[config.mk]
export PLATFORM = sky130hd
export DESIGN_NAME = param_queue
export DESIGN_NICKNAME = d
export VERILOG_FILES = /design/src/rtl/param_queue_pkg.sv /design/src/rtl/queue_ptr.sv /design/src/rtl/param_queue.sv
export SDC_FILE = /design/constraint.sdc
export NUM_CORES = 1
export LEC_CHECK = 0
export ABC_CLOCK_PERIOD_IN_PS = 4500
export BUFFER_PORTS_ARGS = -buffer_cell sky130_fd_sc_hd__buf_2
export CORE_MARGIN = 2
export CORE_UTILIZATION = 35
export CTS_BUF_LIST = sky130_fd_sc_hd__clkbuf_8
export CTS_CLUSTER_DIAMETER = 60
export DETAILED_ROUTE_END_ITERATION = 12
export GPL_ROUTABILITY_DRIVEN = 0
export PLACE_DENSITY_LB_ADDON = 0.08
export SYNTH_ARGS = -nofsm -noshare
export SYNTH_HDL_FRONTEND = slang
export SYNTH_SLANG_ARGS = --single-unit
[constraint.sdc]
create_clock -name clk_10khz -period 4.5 [get_ports clk_10khz]
set_input_delay 0.225 -clock clk_10khz [delete_from_list [all_inputs] [get_ports clk_10khz]]
set_output_delay 0.225 -clock clk_10khz [all_outputs]
set_load 0.05 [all_outputs]
[src/rtl/param_queue_pkg.sv]
// rtl/param_queue_pkg.sv - default parameters and width helpers for param_queue
package param_queue_pkg;

  localparam int DEF_WIDTH     = 8;
  localparam int DEF_DEPTH     = 8;
  localparam int DEF_AE_LEVEL  = 1;
  localparam bit DEF_OVERWRITE = 1'b0;

  // Bits needed to hold an element count of 0..depth inclusive.
  function automatic int count_width(input int depth);
    return $clog2(depth + 1);
  endfunction

  // Bits needed to address depth slots; never less than one bit.
  function automatic int ptr_width(input int depth);
    return (depth > 1) ? $clog2(depth) : 1;
  endfunction

endpackage

[src/rtl/queue_ptr.sv]
// rtl/queue_ptr.sv - circular buffer pointer with enable and flush, wraps at DEPTH-1
module queue_ptr
  import param_queue_pkg::*;
#(
  parameter int  DEPTH = DEF_DEPTH,
  localparam int PW    = ptr_width(DEPTH)
) (
  input  logic          clk,
  input  logic          rst,
  input  logic          flush,
  input  logic          en,
  output logic [PW-1:0] ptr
);

  // Explicit compare so non-power-of-two depths wrap correctly.
  localparam logic [PW-1:0] LAST = PW'(DEPTH - 1);

  // Pointer register: flush beats advance; advance wraps from LAST to zero.
  always_ff @(posedge clk or posedge rst) begin
    if (rst) begin
      ptr <= '0;
    end else if (flush) begin
      ptr <= '0;
    end else if (en) begin
      ptr <= (ptr == LAST) ? '0 : ptr + PW'(1);
    end
  end

endmodule

[src/rtl/param_queue.sv]
// rtl/param_queue.sv - parametrised circular-buffer FIFO with level and sticky error flags
module param_queue
  import param_queue_pkg::*;
#(
  parameter int  WIDTH     = DEF_WIDTH,
  parameter int  DEPTH     = DEF_DEPTH,
  parameter int  AF_LEVEL  = DEPTH - 1,
  parameter int  AE_LEVEL  = DEF_AE_LEVEL,
  parameter bit  OVERWRITE = DEF_OVERWRITE,
  localparam int CW        = count_width(DEPTH)
) (
  input  logic             clk_10khz,
  input  logic             reset,
  input  logic             flush,
  input  logic [WIDTH-1:0] data_in,
  input  logic             enqueue_in,
  input  logic             dequeue_in,
  output logic             ack_in,
  output logic [WIDTH-1:0] data_out,
  output logic             data_valid_out,
  output logic [CW-1:0]    len_out,
  output logic             full_out,
  output logic             empty_out,
  output logic             almost_full_out,
  output logic             almost_empty_out,
  output logic             overflow_out,
  output logic             underflow_out
);

  localparam int            PW      = ptr_width(DEPTH);
  localparam logic [CW-1:0] DEPTH_C = CW'(DEPTH);

  logic [WIDTH-1:0] mem [DEPTH];
  logic [PW-1:0]    wr_ptr;
  logic [PW-1:0]    rd_ptr;
  logic [CW-1:0]    count_q;

  logic is_full;
  logic is_empty;
  logic deq_acc;
  logic enq_acc;
  logic drop_oldest;
  logic rd_adv;
  logic ovf_evt;
  logic udf_evt;

  // Request arbitration: decide what is accepted this edge from the current count.
  always_comb begin
    is_full     = (count_q == DEPTH_C);
    is_empty    = (count_q == '0);
    deq_acc     = dequeue_in && !is_empty && !flush;
    // A same-cycle dequeue frees a slot, so a full queue can still take a write.
    enq_acc     = enqueue_in && !flush && (!is_full || deq_acc || OVERWRITE);
    // Overwrite of a full queue with no dequeue silently retires the oldest slot.
    drop_oldest = enq_acc && is_full && !deq_acc;
    rd_adv      = deq_acc || drop_oldest;
    ovf_evt     = enqueue_in && is_full && !deq_acc && !flush;
    udf_evt     = dequeue_in && is_empty && !flush;
  end

  queue_ptr #(.DEPTH(DEPTH)) u_wr_ptr (
    .clk   (clk_10khz),
    .rst   (reset),
    .flush (flush),
    .en    (enq_acc),
    .ptr   (wr_ptr)
  );

  queue_ptr #(.DEPTH(DEPTH)) u_rd_ptr (
    .clk   (clk_10khz),
    .rst   (reset),
    .flush (flush),
    .en    (rd_adv),
    .ptr   (rd_ptr)
  );

  // Storage write; contents are not cleared by flush, only made unreachable.
  always_ff @(posedge clk_10khz or posedge reset) begin
    if (reset) begin
      for (int i = 0; i < DEPTH; i++) begin
        mem[i] <= '0;
      end
    end else if (enq_acc) begin
      mem[wr_ptr] <= data_in;
    end
  end

  // Element count: changes only when exactly one side takes effect on the depth.
  always_ff @(posedge clk_10khz or posedge reset) begin
    if (reset) begin
      count_q <= '0;
    end else if (flush) begin
      count_q <= '0;
    end else if (enq_acc && !deq_acc && !is_full) begin
      count_q <= count_q + CW'(1);
    end else if (deq_acc && !enq_acc) begin
      count_q <= count_q - CW'(1);
    end
  end

  // Handshake outputs: one-cycle ack/valid pulses, data_out holds the last read.
  always_ff @(posedge clk_10khz or posedge reset) begin
    if (reset) begin
      ack_in         <= 1'b0;
      data_valid_out <= 1'b0;
      data_out       <= '0;
    end else begin
      ack_in         <= enq_acc;
      data_valid_out <= deq_acc;
      if (deq_acc) begin
        data_out <= mem[rd_ptr];
      end
    end
  end

  // Sticky error flags, cleared only by flush or reset.
  always_ff @(posedge clk_10khz or posedge reset) begin
    if (reset) begin
      overflow_out  <= 1'b0;
      underflow_out <= 1'b0;
    end else if (flush) begin
      overflow_out  <= 1'b0;
      underflow_out <= 1'b0;
    end else begin
      if (ovf_evt) overflow_out  <= 1'b1;
      if (udf_evt) underflow_out <= 1'b1;
    end
  end

  // Level flags decode the count register only, so they never glitch.
  always_comb begin
    len_out          = count_q;
    full_out         = is_full;
    empty_out        = is_empty;
    almost_full_out  = int'(count_q) >= AF_LEVEL;
    almost_empty_out = int'(count_q) <= AE_LEVEL;
  end

endmodule

; Yosys cells after proc, flatten, opt, wreduce, memory -nomap -nowiden
; Index checks and enable logic that the tools add are counted.
[word_totals]
register_bits = 86
input_bits = 13
word_cells = 77
[op_classes]
addsub = 4
order_cmp = 5
n_eq_ne = 3
muxes = 19
bitwise = 2
reduce_logical = 28
[ops]
columns = op, n
row1 = $bwmux W64, 1
row2 = $bmux W8 S3, 1
row3 = $demux W8 S3, 1
row4 = $mux W8, 3
row5 = $mux W3, 6
row6 = $logic_and A1 B1 Y1, 15
row7 = $mux W4, 3
row8 = $ge A4 B4 Y1 const B, 2
row9 = $not A3 Y4, 2
row10 = $reduce_bool A2 Y1, 4
row11 = $add A3 B1 Y3 const B, 2
row12 = $eq A3 B3 Y1 const B, 2
row13 = $logic_not A1 Y1, 5
row14 = $add A4 B1 Y4 const B, 1
row15 = $eq A4 B4 Y1 const B, 1
row16 = $ge A4 B3 Y1 const B, 1
row17 = $le A4 B1 Y1 const B, 1
row18 = $logic_not A4 Y1, 1
row19 = $lt A4 B1 Y1 const B, 1
row20 = $mux W1, 4
row21 = $sub A4 B1 Y4 const B, 1
row22 = $reduce_bool A3 Y1, 1
row23 = $logic_or A1 B1 Y1, 2

; Longest topological paths before layout
; Gate-level depths: netlist (run 1).
[depth]
ltp_word = 11
ltp_mapped = 8
depth_no_buf = 7

; Hierarchy
; From an unflattened synthesis (run 1), not the netlist that was laid out.
[unflattened]
cells_unflattened = 288
hier_area_um2 = 4068.9
[by_module_without_submodules]
columns = module, instances, cells_per_inst, area_each_um2, seq_area_each_um2
row1 = param_queue, 1, 262, 3758.6, 2001.9
row2 = queue_ptr, 2, 13, 155.1, 75.1

; Worst setup path before layout (run 1)
; OpenSTA, ideal clock, no wires.
[synth_timing]
path_kind = flip-flop to flip-flop
from = register count_q[1], in the netlist len_out[1]
to = register u_rd_ptr.ptr[2]
setup_time_ns = 0.137
arrival_ns = 2.941
t_required_ns = 4.363
path_slack_ns = 1.422
stages_incl_launch_ff = 9
path_buffers = 2
synth_period_minus_slack_ns = 3.078
cell_sequence = dfrtp_1 > inv_1 > ha_1 > buf_4 > nor3b_1 > nor3_1 > clkbuf_1 > nand2_1 > o21ai_0
[synth_between]
elab_chain_len = 10
word_cells_on_any_way = 13
cone_classes = 1 x eq/ne / 12 x reduce/logical
[synth_lines]
columns = element, line
row1 = start: declaration, param_queue.sv:36  ; logic [CW-1:0] count_q;
row2 = start signal: assignment, param_queue.sv:95  ; count_q <= count_q + CW'(1);
row3 = start signal: assignment, param_queue.sv:97  ; count_q <= count_q - CW'(1);
row4 = $logic_not A4 Y1 (*), param_queue.sv:50  ; is_empty = (count_q == '0);
row5 = net empty_out, param_queue.sv:23  ; output logic empty_out,
row6 = $logic_not A1 Y1 (*), param_queue.sv:51  ; deq_acc = dequeue_in && !is_empty && !flush;
row7 = $logic_and A1 B1 Y1 (*) (2 in a row), param_queue.sv:51
row8 = $logic_or A1 B1 Y1, param_queue.sv:53  ; enq_acc = enqueue_in && !flush && (!is_full || deq_acc || OVERWRITE);
row9 = $logic_and A1 B1 Y1, param_queue.sv:53
row10 = $logic_and A1 B1 Y1 (2 in a row), param_queue.sv:55  ; drop_oldest = enq_acc && is_full && !deq_acc;
row11 = $logic_or A1 B1 Y1 (*), param_queue.sv:56  ; rd_adv = deq_acc || drop_oldest;
row12 = $reduce_bool A2 Y1 (no line) (*), --
row13 = end signal: assignment, queue_ptr.sv:25  ; ptr <= (ptr == LAST) ? '0 : ptr + PW'(1);
row14 = end: declaration, queue_ptr.sv:12  ; output logic [PW-1:0] ptr
; Mark *: on every way through the listed nets, which the timed path passes. The rest lies on a longest branch.
; A chain may end at the register's enable or synchronous reset.

; Worst setup path after layout (run 1)
[layout_timing]
from = register count_q[0], in the netlist len_out[0]
to = register mem[18] (netlist name)
[layout_between]
elab_chain_len = 6
word_cells_on_any_way = 8
cone_classes = 1 x eq/ne / 7 x reduce/logical
[layout_lines]
columns = element, line
row1 = $logic_not A4 Y1, param_queue.sv:50
row2 = $logic_not A1 Y1, param_queue.sv:51
row3 = $logic_and A1 B1 Y1 (2 in a row), param_queue.sv:51
row4 = $logic_or A1 B1 Y1 (*), param_queue.sv:53
row5 = $logic_and A1 B1 Y1 (*), param_queue.sv:53
row6 = end signal: indexed assignment, param_queue.sv:84  ; mem[wr_ptr] <= data_in;
row7 = end: declaration, param_queue.sv:33  ; logic [WIDTH-1:0] mem [DEPTH];
; Every way passes the cells marked *; elsewhere a longest branch is shown, timed or not.

==> flow_summary.json, run 1 <==
{
  "min_period_ns": 2.55,
  "area_growth_pct": 11.9,
  "grt_pass1_wl_mm": 14.6,
  "die-area_um2": 12600,
  "final_design_area_no_fill_um2": 4600,
  "vias": 2475,
  "synthAdderAreaFrac": 0.0213,
  "dieHeight_um": 112,
  "root_buffer": "clkbuf_8",
  "clock_latency_ns": 0.36,
  "place_area_um2": 4400,
  "worst_pin_slew_ns": 1.05,
  "synth_area_um2": 4110,
  "synth_warnings": 0,
  "fp.coreArea_um2": 11500,
  "cts_max_path_buffers": 2,
  "wire_per_inst_um": 19.1,
  "post-route-period-util": 0.566,
  "clk_pin_slew_ns": 0.09,
  "status": "finished clean",
  "worstHoldPathType": "in2async",
  "initial_utilization": 0.359,
  "worst-path-max-fanout": 8,
  "slew_headroom": 0.295,
  "synth_cells": 292,
  "antennaDiodeCount": 0,
  "postRouteAntennaNets": 0,
  "portBuffers": 32,
  "drv_slew": 0,
  "synthXorXnorAreaFrac": 0.00426,
  "synth_top_family_by_area": "multiplexers",
  "tns_ns": 0,
  "cp_cell_sequence": "inv_1 -> ha_1 -> nand3b_4 -> o21ai_4 -> nor3_2 -> mux2_2",
  "cp-end-kind": "register",
  "crit_path_start_kind": "register",
  "slowest_delay_ns": 0.86,
  "hpwlAfterDp_mm": 5.57,
  "rsz0062_at_grt": "no",
  "finClkSkew_ns": 0.0117,
  "synth-simple-area-share": 0.0858,
  "cts_max_level": 3,
  "die_w_um": 112,
  "drt_pre_antenna_iters": 5,
  "final_common_cell": "dfrtp_1",
  "syn_avg_cell_area_um2": 14.1,
  "holdBufCountCts": 0,
  "overflow": 0,
  "p_leak_uw": 0.00215,
  "cp_slowest_cell": "nor3_2",
  "drt-vias-per-instance": 5.29,
  "synth_compound_area_frac": 0.0505,
  "n_fill_cell": 1103,
  "clock_sinks": 86,
  "floorplan.rows": 39,
  "fmax_ghz": 0.393,
  "highest_layer": "met4",
  "muxShareOfSynthArea": 0.287,
  "yosys_register_bits": 86,
  "io_pins": 33,
  "arrival_ns": 2.79,
  "track_usage": 0.154,
  "wl_mm": 8.96,
  "numCtsBuffers": 9,
  "powerDensity_nw_per_um2": 584,
  "final_cell_mix": "86 x dfrtp_1, 65 x mux2_2, 32 x buf_2",
  "wl_met3_um": 226,
  "cap_viol_max_count": 0,
  "cp.required_ns": 4.74,
  "met1Wirelength_mm": 4.54,
  "cts_tree": "done",
  "grt_max_degree": 52,
  "postCtsSetupBuffers": 0,
  "met2_length_mm": 4.04,
  "drive_gt1_frac": 0.440,
  "cts-resized-gates": 0,
  "synth_top_area_frac": 0.523,
  "syn_nets": 312,
  "remaining_drc_errors": 0,
  "ir_drop_mv": 0.306,
  "fin_nets": 342,
  "yosys-top-cells-area": "dfrtp_1 52%, mux2_2 18%, mux4_2 8.8%",
  "hold_viol": 0,
  "seq_area_frac_synth": 0.523,
  "finalSetupViolCount": 0,
  "path_class": "reg2reg",
  "drtIter0Drc": 119,
  "synth_area_leader_cell": "dfrtp_1",
  "synth_cell_types": 41,
  "grt_antenna_before_repair": 0,
  "first_global_vias": 2459
}
## registers in the layout (all words and copies together) (netlist names)
signal,flops
mem,64
data_out,8
len_out,4
u_rd_ptr.ptr,3
u_wr_ptr.ptr,3
ack_in,1
data_valid_out,1
overflow_out,1
underflow_out,1
## worst paths after layout
check,startpoint,to,slack (ns),cells past startpoint
setup / recovery,len_out[0],mem[18],1.95,6
hold / removal,reset,mem[26],0.04,2
setup reg to reg,len_out[0],mem[18],1.95,6
hold reg to reg,underflow_out,underflow_out,0.50,2
max in group asynchronous,reset,mem[38],3.40,3
min in group clk_10khz,data_in[7],mem[23],0.20,2
## per-stage QoR
step            util  cells  hold WS, ns  worst slack (ns)  power (µW)
3_5_place_dp   0.384    454        0.480              1.94        2140
6_report       0.401    468       0.0414              1.95        2690
5_1_grt        0.401    468        0.121              1.84        2860
3_3_place_gp   0.384    454        0.474              1.97        2140
2_1_floorplan      -    292        0.376              1.42        1920
4_1_cts        0.401    468       0.0669              1.92        2730
## worst max-delay path, delay by kind of cell (launching register included)
kind	cells	cell delay, ns
and+or+nand+nor	2	1.01
DFF	1	0.48
muxes	1	0.42
adders and majority gates	1	0.33
AOI/OAI and AO/OA	1	0.13
buffers and inverters	1	0.07
## cells in the mapped netlist (all sizes together)
master	number
a2111o	2
a21boi	1
a21o	1
a21oi	14
a221oi	1
a22o	1
and2b	1
and3	2
buf	10
clkbuf	6
dfrtp	86
ha	7
inv	8
mux2	65
mux2i	9
mux4	16
nand2	11
nand2b	2
nand3	3
nand3b	1
nand4	1
nand4b	2
nor2	17
nor2b	3
nor3	3
nor3b	1
nor4	1
nor4b	2
o211ai	3
o21ai	5
o311ai	1
o31ai	2
or4	2
xnor2	1
xor2	1
## area by class of cell
| cell class | instances | area, µm² | share of cell area |
|---|---|---|---|
| Clock inverter | 5 | 77.6 | 0.0169 |
| Inverter | 8 | 33.8 | 0.00734 |
| Tap cell | 143 | 179 | 0.0389 |
| Clock buffer | 9 | 124 | 0.0269 |
| Multi-Input combinational cell | 182 | 1850 | 0.403 |
| Sequential cell | 86 | 2150 | 0.468 |
| Timing Repair Buffer | 35 | 183 | 0.0397 |
## kinds of logic (layout without fill, tap and decap cells)
logic type / after synthesis / count (layout)
AO/OA/AOI/OAI: 31 / 31
XOR/XNOR: 2 / 2
adder cells (fa/ha/maj): 7 / 7
buffers and inverters: 24 / 57
flip-flops: 86 / 86
multiplexers: 90 / 90
AND/OR/NAND/NOR: 52 / 52
## report_power, final
group	total (µW)	internal (µW)	switching, µW	leakage [µW]
combinational	995	402	593	0.000922
sequential	1120	970	146	0.00112
clock	576	305	271	0.000106
total	2690	1680	1010	0.00215
## routing by layer
layer,vias up,global-route usage
met5,-,0
met4,0,0.0634
met2,34,0.234
met1,1293,0.221
met3,11,0.0281
li1,1137,-
Power figures use the tool's default switching activity.
==> run 2: changes to the inputs <==
--- a/config.mk
+++ b/config.mk
@@ -5,7 +5,8 @@
 export SDC_FILE = /design/constraint.sdc
 export NUM_CORES = 1
 export LEC_CHECK = 0
-export ABC_CLOCK_PERIOD_IN_PS = 4500
+export ABC_AREA = 1
+export ABC_CLOCK_PERIOD_IN_PS = 2050
 export BUFFER_PORTS_ARGS = -buffer_cell sky130_fd_sc_hd__buf_2
 export CORE_MARGIN = 2
 export CORE_UTILIZATION = 35
==> constraint.sdc (replaced) <==
create_clock -name clk_10khz -period 2.05 [get_ports clk_10khz]
set_input_delay 0.1025 -clock clk_10khz [delete_from_list [all_inputs] [get_ports clk_10khz]]
set_output_delay 0.1025 -clock clk_10khz [all_outputs]
set_load 0.05 [all_outputs]
==> run 2 against run 1 <==
Compared with the run above: combinational power grew to 2.7 times the previous value; non-clock buffer count rose by 12; sequential share of layout area rose by 0.54 points; first-iteration DRC count is 61% higher; count of clock-buffer cells in the layout is 2 higher; design area decreased by 1.0%; synthesized area decreased by 1.4%; clock skew is essentially flat; worst hold slack improved by 0.064 ns; die area is 1.3% lower; largest power group is now combinational cells.
==> flow_summary.json, run 2 <==
{
  "dieHeight_um": 112,
  "powerDensity_nw_per_um2": 1390,
  "first_global_vias": 3135,
  "drt-vias-per-instance": 4.94,
  "numCtsBuffers": 9,
  "initial_utilization": 0.357,
  "remaining_drc_errors": 0,
  "place_ws_ns": 0.102,
  "wl_mm": 10.4,
  "cts_max_level": 3,
  "seq_area_frac_synth": 0.531,
  "worst_pin_slew_ns": 0.384,
  "post-synth-top-count-cell": "nand2_1",
  "cp.required_ns": 2.30,
  "crit_top_cell": "nand2_1",
  "min_from": "data_in[2]",
  "yosys-top-cells-area": "dfrtp_1 53%, nand2_1 11%, o21ai_0 6.5%",
  "final_common_cell": "nand2_1",
  "worst-path-max-fanout": 13,
  "slew_headroom": 0.744,
  "grt_antenna_before_repair": 0,
  "syn_nets": 498,
  "synth_cells": 478,
  "r2r-end": "len_out[2]",
  "synth_area_leader_cell": "dfrtp_1",
  "synthArstFlopShare": 1.00,
  "status": "finished clean",
  "synthTopCellsByCount": "121 x nand2_1, 86 x dfrtp_1, 60 x nor2_1",
  "finClkSkew_ns": 0.0113,
  "synth_ff_type": "dfrtp_1",
  "sw_frac_of_total": 0.439,
  "final_cell_mix": "121 x nand2_1, 84 x dfrtp_1, 60 x nor2_1",
  "fmax_ghz": 0.528,
  "combPwrFrac": 0.427,
  "syn_avg_cell_area_um2": 8.49,
  "cts_tree": "done",
  "cp_cell_sequence": "inv_1 -> ha_1 -> nand2_1 -> nand2_2 -> nand2_1 -> nand2_1 -> nand2_1 -> nand4_1 -> nand2_1",
  "yosys_register_bits": 86,
  "ir_drop_mv": 0.898,
  "cap_viol_max_count": 0,
  "final_design_area_no_fill_um2": 4550,
  "portBuffers": 32,
  "grt_max_degree": 58,
  "stdcell_count": 659,
  "synth_cell_types": 26,
  "overflow": 0,
  "clkPwrFrac": 0.168,
  "path_class": "reg2reg",
  "hold_viol": 0,
  "reg2reg_slack_ns": 0.16,
  "hold_end": "mem[2]",
  "layout_setup_ws_ns": 0.158,
  "postRouteAntennaNets": 0,
  "placed_cells": 640,
  "regMostFlops": "mem",
  "synth_warnings": 0,
  "cts_max_path_buffers": 2,
  "synth_edf_count": 0,
  "cp_top_family": "simple AND/OR/NAND/NOR gates",
  "antennaDiodeCount": 0,
  "io_pins": 33,
  "clock_sinks": 86,
  "r2r-start": "len_out[0]",
  "post-route-period-util": 0.923,
  "clock_latency_ns": 0.36,
  "arrival_ns": 2.15,
  "floorplan.rows": 39,
  "worstHoldPathType": "in2reg",
  "grt_pass1_wl_mm": 17.0,
  "p_leak_uw": 0.00231,
  "min_path_cells": 3,
  "root_buffer": "clkbuf_8",
  "drt_pre_antenna_iters": 4,
  "holdWs_ns": 0.105,
  "largest_reg_flops": 64,
  "rr_worst_depth": 9,
  "track_usage": 0.177,
  "fp.coreArea_um2": 11400,
  "clk_pin_slew_ns": 0.09,
  "synth_area_um2": 4060,
  "cp_num_buf_inv": 1,
  "p_int_uw": 3540,
  "p_switching_uw": 2770,
  "vias": 3254,
  "slowest_delay_ns": 0.45,
  "drv_slew": 0,
  "drive_gt1_frac": 0.151,
  "wire_per_inst_um": 15.8,
  "die_w_um": 112,
  "n_fill_cell": 1216,
  "finalSetupViolCount": 0,
  "area_growth_pct": 12.3,
  "place_area_um2": 4340,
  "min_period_ns": 1.89,
  "synth_top_area_frac": 0.531,
  "die-area_um2": 12500,
  "cp-end-kind": "register",
  "drtIter0Drc": 191,
  "cp_slowest_cell": "dfrtp_2",
  "hpwlAfterDp_mm": 6.73,
  "crit_path_start_kind": "register",
  "seqPwrFrac": 0.405,
  "fin_nets": 532
}
-- run 2: changes by cell type in the layout (fill, tap and decap cells not counted), sizes merged, moves of 11 or more --
cell,previous run,this run
nand2,11,131
nor2,17,60
o21ai,5,101
mux2,65,0
inv,8,30
nand3,3,14
a21oi,14,1
mux4,16,0
o211ai,3,16
-- run 2: worst min-delay path, cell delays in order --
cell and delay [ns]:
buf_2 0.07, inv_1 0.10, o21ai_1 0.14
-- run 2: per-layer routing --
layer	routed length, µm	vias to the layer above	track usage
li1	-	1634	-
met1	5140	1548	0.249
met2	4710	59	0.272
met3	350	13	0.0256
met4	196	0	0.0790
met5	0	-	0
-- run 2: how the worst max path moves through the flow --
stage,from,to,slack [ns],cells past startpoint
finish,len_out[0],len_out[2],0.16,9
detailed placement,len_out[0],data_out[4],0.10,7
floorplan,len_out[0],mem[0],0.14,12
global route,len_out[0],len_out[2],-0.0005,10
global placement,len_out[0],data_out[6],0.12,7
CTS,len_out[0],data_out[4],0.1,7
-- run 2: metrics by stage --
stage                      TNS (ns)  total power [µW]  utilization
after floorplan                   0              4560            -
final                             0              6310        0.401
after global placement            0              5280        0.382
after global routing      -0.000527              6820        0.401
after detailed placement          0              5290        0.382
after CTS                         0              6390        0.399
-- run 2: cell type report --
class	count	area (µm²)	area share
well taps	143	179	0.0393
clock inverters	4	16.3	0.00357
multi-input cells	338	1630	0.357
flip-flops and latches	86	2150	0.473
repair buffers	47	305	0.0670
clock buffers	11	151	0.0332
inverters	30	120	0.0264
-- run 2: power groups by stage --
stage | Combinational, µW | Clock (µW) | Sequential [µW]
CTS | 2720 | 1110 | 2550
global route | 3020 | 1170 | 2630
global placement | 2690 | 0 | 2580
floorplan | 1680 | 0 | 2880
finish | 2700 | 1060 | 2550
detailed placement | 2710 | 0 | 2580
-- run 2: logic make-up after synthesis --
family | synth area share
DFF | 0.531
and+or+nand+nor | 0.212
xor gates and xnor gates | 0.00648
AOI/OAI and AO/OA | 0.160
adders and majority gates | 0.0216
buffers and inverters | 0.0691
-- run 2: what timing repair did --
item / in CTS / in global routing
hold buffers: 3 / 0
hold endpoints to repair: 87 / 0
setup endpoints to repair: 0 / 8
gates resized for setup: 0 / 2
buffers inserted: 0 / 1
==> run 3: changes to the inputs <==
--- a/config.mk
+++ b/config.mk
@@ -14,7 +14,9 @@
 export CTS_CLUSTER_DIAMETER = 60
 export DETAILED_ROUTE_END_ITERATION = 12
 export GPL_ROUTABILITY_DRIVEN = 0
+export HOLD_SLACK_MARGIN = 0.1
 export PLACE_DENSITY_LB_ADDON = 0.08
+export RECOVER_POWER = 25
 export SYNTH_ARGS = -nofsm -noshare
 export SYNTH_HDL_FRONTEND = slang
 export SYNTH_SLANG_ARGS = --single-unit
==> run 3 against run 2 <==
Compared with the run above: power barely moved; core utilization barely moved; critical path depth did not move; wire length fell by 0.64%; critical path type unchanged; sequential power barely moved; die area did not move; via count rose by 0.49%.
==> flow_summary.json, run 3 (synthesis results as in run 2) <==
{
  "track_usage": 0.177,
  "dieHeight_um": 112,
  "overflow": 0,
  "rr_worst_depth": 9,
  "first_global_vias": 3150,
  "grt_max_degree": 58,
  "clock_sinks": 86,
  "finClkSkew_ns": 0.0105,
  "place_area_um2": 4340,
  "drive_gt1_frac": 0.149,
  "fp.coreArea_um2": 11400,
  "fmax_ghz": 0.531,
  "final_util": 0.401,
  "cts_tree": "done",
  "numCtsBuffers": 9,
  "die-area_um2": 12500,
  "slew_headroom": 0.133,
  "drt_pre_antenna_iters": 4,
  "p_leak_uw": 0.00231,
  "portBuffers": 32,
  "final_design_area_no_fill_um2": 4560,
  "area_growth_pct": 12.4,
  "cts_max_path_buffers": 2,
  "vias": 3270,
  "cts_max_level": 3,
  "powerDensity_nw_per_um2": 1380,
  "clock_latency_ns": 0.36,
  "root_buffer": "clkbuf_8",
  "postRouteAntennaNets": 0,
  "worst_pin_slew_ns": 1.30,
  "io_pins": 33,
  "grt_pass1_wl_mm": 17.0,
  "cap_viol_max_count": 0,
  "initial_utilization": 0.357,
  "worstHoldPathType": "in2reg",
  "floorplan.rows": 39,
  "ir_drop_mv": 0.894,
  "min_path_cells": 3,
  "post-route-period-util": 0.919,
  "final_cell_mix": "121 x nand2_1, 84 x dfrtp_1, 60 x nor2_1",
  "cp.required_ns": 2.31,
  "status": "finished clean",
  "cp-end-kind": "register",
  "finalSetupViolCount": 0,
  "drv_slew": 0,
  "regMostFlops": "mem",
  "wl_mm": 10.3,
  "antennaDiodeCount": 0,
  "drt-vias-per-instance": 4.95,
  "fin_nets": 534,
  "clk_pin_slew_ns": 0.08,
  "remaining_drc_errors": 0,
  "largest_reg_flops": 64,
  "wire_per_inst_um": 15.6,
  "hold_viol": 0,
  "power.total_uw": 6310,
  "path_class": "reg2reg",
  "min_period_ns": 1.88,
  "die_w_um": 112,
  "crit_path_start_kind": "register",
  "hpwlAfterDp_mm": 6.73,
  "grt_antenna_before_repair": 0,
  "drtIter0Drc": 224,
  "final_common_cell": "nand2_1",
  "worst-path-max-fanout": 13,
  "arrival_ns": 2.14
}
[run 3: per-stage QoR]
| stage | hold WS, ns | instances | setup slack [ns] | TNS [ns] |
|---|---|---|---|---|
| final | 0.126 | 661 | 0.165 | 0 |
| after global routing | 0.144 | 661 | -0.000527 | -0.000527 |
| after CTS | 0.106 | 660 | 0.0979 | 0 |
| after detailed placement | 0.227 | 640 | 0.102 | 0 |
| after global placement | 0.223 | 640 | 0.119 | 0 |
| after floorplan | 0.169 | 478 | 0.141 | 0 |
[run 3: layer usage]
layer,vias up,global-route usage,part of all wire
li1,1636,-,-
met1,1560,0.249,0.49
met2,61,0.273,0.45
met3,13,0.0256,0.037
met4,0,0.0790,0.019
met5,-,0,0
[run 3: what timing repair did]
action / in CTS / in global routing
resized for setup: 0 / 2
setup buffers: 0 / 1
hold endpoints to repair: 94 / 0
setup endpoints to repair: 0 / 8
hold buffers: 5 / 0
[run 3: final cells by class]
cell class / instances / area (µm²)
multi-input combinational: 338 / 1630
fill: 1214 / 6810
sequential: 86 / 2150
clock inverter: 4 / 16.3
inverter: 30 / 120
timing repair buffer: 49 / 309
tap: 143 / 179
clock buffer: 11 / 151
[run 3: worst max-delay path: stages, from the launching register on]
cell     delay (ns)
dfrtp_2        0.45
inv_1          0.12
ha_1           0.23
nand2_1        0.15
nand2_2        0.28
nand2_1        0.16
nand2_1        0.12
nand2_1        0.09
nand4_1        0.12
nand2_1        0.06
[run 3: path summary, 6_finish.rpt]
path	from	to	slack [ns]
max	len_out[0]	len_out[2]	0.17
min	data_in[0]	mem[0]	0.13
max reg2reg	len_out[0]	len_out[2]	0.17
min reg2reg	data_out[0]	data_out[0]	0.48
max in group asynchronous	reset	len_out[1]	0.41
min in group asynchronous	reset	u_wr_ptr.ptr[2]	0.39
[run 3: where the power goes]
| part | switching [µW] | internal (µW) | leakage (µW) |
|---|---|---|---|
| clock | 579 | 486 | 0.0000990 |
| sequential | 342 | 2210 | 0.00113 |
| combinational | 1850 | 842 | 0.00108 |
| total | 2770 | 3540 | 0.00231 |
